--- src/rtl/calc_op_sequencer.sv ---
// Registered front end for the 4-bit combinational calculator: accepts one op per
// handshake, captures R/ovf after a settle cycle and keeps an accumulator, sticky ovf and op counter.
module calc_op_sequencer #(
    parameter int CNT_W = 8
) (
    input  logic             clk,
    input  logic             rst_n,
    input  logic             in_valid,
    output logic             in_ready,
    input  logic [2:0]       in_op,
    input  logic [3:0]       in_a,
    input  logic [3:0]       in_b,
    input  logic             in_use_acc,
    input  logic             acc_clr,
    output logic [2:0]       calc_op,
    output logic [3:0]       calc_a,
    output logic [3:0]       calc_b,
    input  logic [3:0]       calc_r,
    input  logic             calc_ovf,
    output logic             out_valid,
    input  logic             out_ready,
    output logic [3:0]       out_r,
    output logic             out_ovf,
    output logic [3:0]       acc,
    output logic             sticky_ovf,
    output logic [CNT_W-1:0] op_cnt
);

    typedef enum logic [1:0] {
        IDLE = 2'd0,
        EXEC = 2'd1,
        HOLD = 2'd2
    } state_t;

    state_t     stateQ;
    state_t     stateD;
    logic       accept;
    logic       execNow;
    logic [3:0] accNext;

    assign accept  = (stateQ == IDLE) && in_valid;
    assign execNow = (stateQ == EXEC);
    assign accNext = acc_clr ? 4'd0 : acc;

    // in_ready is gated by rst_n so it reads 0 while reset is held
    assign in_ready  = rst_n && (stateQ == IDLE);
    assign out_valid = (stateQ == HOLD);

    always_ff @(posedge clk or negedge rst_n) begin
        if (!rst_n) begin
            stateQ <= IDLE;
        end else begin
            stateQ <= stateD;
        end
    end

    always_comb begin
        stateD = stateQ;
        case (stateQ)
            IDLE:    if (in_valid) stateD = EXEC;
            EXEC:    stateD = HOLD;
            HOLD:    if (out_ready) stateD = IDLE;
            default: stateD = IDLE;
        endcase
    end

    always_ff @(posedge clk or negedge rst_n) begin
        if (!rst_n) begin
            calc_op <= '0;
            calc_a  <= '0;
            calc_b  <= '0;
        end else if (accept) begin
            calc_op <= in_op;
            calc_a  <= in_use_acc ? accNext : in_a;
            calc_b  <= in_b;
        end
    end

    always_ff @(posedge clk or negedge rst_n) begin
        if (!rst_n) begin
            out_r   <= '0;
            out_ovf <= 1'b0;
            op_cnt  <= '0;
        end else if (execNow) begin
            out_r   <= calc_r;
            out_ovf <= calc_ovf;
            op_cnt  <= op_cnt + CNT_W'(1);
        end
    end

    // acc_clr takes priority over the EXEC capture for acc and sticky_ovf only
    always_ff @(posedge clk or negedge rst_n) begin
        if (!rst_n) begin
            acc        <= '0;
            sticky_ovf <= 1'b0;
        end else if (acc_clr) begin
            acc        <= '0;
            sticky_ovf <= 1'b0;
        end else if (execNow) begin
            acc        <= calc_r;
            sticky_ovf <= sticky_ovf | calc_ovf;
        end
    end

endmodule
--- config.mk ---
export PLATFORM = sky130hd
export DESIGN_NAME = calc_op_sequencer
export DESIGN_NICKNAME = d
export VERILOG_FILES = /design/src/rtl/calc_op_sequencer.sv
export SDC_FILE = /design/constraint.sdc
export NUM_CORES = 1
export LEC_CHECK = 0
export ABC_AREA = 1
export CORE_MARGIN = 1.5
export CORE_UTILIZATION = 30
export DETAILED_ROUTE_END_ITERATION = 8
export PLACE_DENSITY = 0.59
export SYNTH_ARGS = -nofsm -noshare
export SYNTH_HDL_FRONTEND = slang
export SYNTH_SLANG_ARGS = --single-unit
--- constraint.sdc ---
create_clock -name clk -period 2.7 [get_ports clk]
set_input_delay 0.405 -clock clk [delete_from_list [all_inputs] [get_ports clk]]
set_output_delay 0.405 -clock clk [all_outputs]
set_load 0.05 [all_outputs]
==> results_dict.tcl <==
set metrics [dict create \
    syn_inst 152 \
    required_ps 2300 \
    tightest_slew_ps 537 \
    path_class "flip-flop to primary output" \
    reg2reg_to "calc_b[2]" \
    wirelength_um 3090 \
    path_buf_inv 1 \
    avgSynthCellArea_um2 8.71 \
    cts_buffers 5 \
    min_to "calc_a[1]" \
    fin_crit_sh_pct 77.5 \
    finalWeightedCongestion 0.700 \
    final_hold_viol_count 0 \
    synthesis.nets 175 \
    vias_per_cell 4.34 \
    synth_cell_type_count 18 \
    worst_setup_path_end_kind "primary output" \
    drt_iter0_markers 40 \
    outcome "finished clean" \
    cts_setup_buffers 0 \
    max-vdd-ir-drop_mv 0.488 \
    setup_viol 0 \
    total_power_mw 2.43 \
    drc_errors 0 \
    vias 1129 \
    first_global_vias 1186 \
    ant_nets 0 \
    holdBufCountCts 0 \
    dieHeight_um 69.4 \
    core_um2 4120 \
    drv_slew 0 \
    fmax_ghz 0.478 \
    cts_tree "done" \
    io_buffers 52 \
    holdPathStages 2 \
    finalNetCount 232 \
    reg2reg_slack_ps 1490 \
    wire_per_inst_um 11.9 \
    htreeDepth 2 \
    diodes 0 \
    slowest_stage "clkdlybuf4s50_1" \
    crit_chain "nor2_1, clkdlybuf4s50_1" \
    post_cts.resized_instances 0 \
    grt_max_degree 32 \
    cts_buffer_depth 2 \
    min_from "calc_a[1]" \
    netlist_area_um2 1320 \
    initial_core_util_pct 32.2 \
    worstSkewPairLatency_ps 270 \
    p_per_area_nw_per_um2 1230 \
    critPathTopFamily "buffers and inverters" \
    relSlewSlack_pct 64.1 \
    grt_usage_pct 14.0 \
    p_leak_nw 0.983 \
    timing.rr.start "stateQ[0]" \
    yosys_warnings 0 \
    drv_cap 0 \
    hold_path.class "flip-flop to flip-flop" \
    grt_remaining_overflow 0 \
    seq_area_frac_synth_pct 58.6 \
    finalClockSkew_ps 4.20 \
    antenna_found_initial 0 \
    cp.arrival_ps 1690 \
    rows 23 \
    crit_path_max_fanout 4 \
    tns_ps 0 \
    fin_ws_ps 607 \
    grt_first_pass_wirelength_um 5270 \
    pre_cts_ws_ps 898 \
    drive_gt1_share_pct 7.62 \
    cts_root_buffer "clkbuf_8" \
    path_clk_slew_ps 60 \
    hpwlAfterDp_um 2290 \
    die_w_um 69.4 \
    yosys_register_bits 31 \
    period_minus_slack_ps 2090 \
    critPathMaxStageDelay_ps 820 \
    dr.pass1.iters 3 \
    clock-sinks 31 \
    cp-start-kind "flip-flop" \
    syn2layout_area_growth_pct 50.0 \
    rsz0062_at_grt "false" \
    pin_count 53 \
    dieArea_um2 4820 \
    worst_r2r_path_depth 5 \
]
==> kinds of logic (layout without fill, tap and decap cells) <==
logic type / after synthesis / in the layout / share of synthesized area [%]
xor gates and xnor gates: 4 / 4 / 2.65
DFF: 31 / 31 / 58.6
buffers and inverters: 20 / 78 / 6.33
adders and majority gates: 1 / 1 / 0.945
AOI/OAI and AO/OA: 10 / 10 / 3.78
and+or+nand+nor: 86 / 86 / 27.7
==> per-stage QoR <==
stage	cell area [µm²]	instances	util (%)	hold slack (ps)
2_1_floorplan	1320	152	-	109
3_3_place_gp	1900	252	46.3	462
3_5_place_dp	1900	252	46.3	464
4_1_cts	1990	260	48.3	482
5_1_grt	1990	260	48.3	501
6_report	1990	260	48.3	477
==> flip-flops by register name (all words and copies together), names as in the netlist <==
register    count
stateQ          2
acc             4
calc_op         3
op_cnt          8
sticky_ovf      1
out_r           4
calc_b          4
calc_a          4
out_ovf         1
==> cell type report <==
class	instances	area (µm²)
timing repair buffer	53	538
multi-input combinational	101	464
fill	393	2130
tap	50	62.6
inverter	17	63.8
clock inverter	1	5.00
clock buffer	7	76.3
sequential	31	776
==> worst register-to-register path: cells and delay by family (launching register included) <==
kind	cells	cell delay [ps]
buf+inv	2	350
simple gates	3	390
flops	1	420
==> worst max-delay path by stage <==
stage	endpoint	from	slack, ps	cells after the start
2_1_floorplan	in_ready	stateQ[0]	1140	3
3_3_place_gp	out_valid	stateQ[0]	940	2
3_5_place_dp	out_valid	stateQ[0]	900	2
4_1_cts	out_valid	stateQ[0]	590	2
5_1_grt	out_valid	stateQ[0]	510	2
6_report	out_valid	stateQ[0]	610	2
==> cell usage after synthesis <==
master / n / share of area, %
buf_2: 1 / 0.38
ha_1: 1 / 0.95
nor2_1: 3 / 0.85
nand3_1: 6 / 2.3
xnor2_1: 1 / 0.66
o21ai_0: 5 / 1.9
a21oi_1: 5 / 1.9
nor2_4: 1 / 0.85
xor2_1: 3 / 2.0
dfrtp_1: 31 / 59
buf_4: 2 / 1.1
inv_2: 4 / 1.1
nand3b_1: 2 / 1.1
nand2_1: 71 / 20
nor3_4: 1 / 1.2
nand3_2: 1 / 0.76
inv_1: 13 / 3.7
nand2_2: 1 / 0.47
==> metal layers <==
metal | GRT usage (%) | vias up | wire length, µm | part of all wire [%]
li1 | - | 579 | - | -
met1 | 15.5 | 517 | 1300 | 42
met3 | 5.81 | 2 | 169 | 5.5
met4 | 4.58 | 0 | 29 | 0.94
met5 | 0 | - | 0 | 0
met2 | 24.1 | 31 | 1590 | 51
==> where the power goes <==
part / internal, mW / total (mW) / switching, mW
Combinational: 0.428 / 1.35 / 0.918
Sequential: 0.637 / 0.752 / 0.115
Clock: 0.180 / 0.335 / 0.155
Total: 1.25 / 2.43 / 1.19
==> cell usage in the layout, fill, tap and decap left out, drive strengths merged, types with 3 or more instances in the layout <==
cell type | synthesis | final
dfrtp | 31 | 31
o21ai | 5 | 5
clkbuf | 0 | 7
clkdlybuf4s50 | 0 | 51
a21oi | 5 | 5
nand3 | 7 | 7
nor2 | 4 | 4
nand2 | 72 | 72
inv | 17 | 17
xor2 | 3 | 3
No activity file was read; power rests on OpenSTA's default activity.
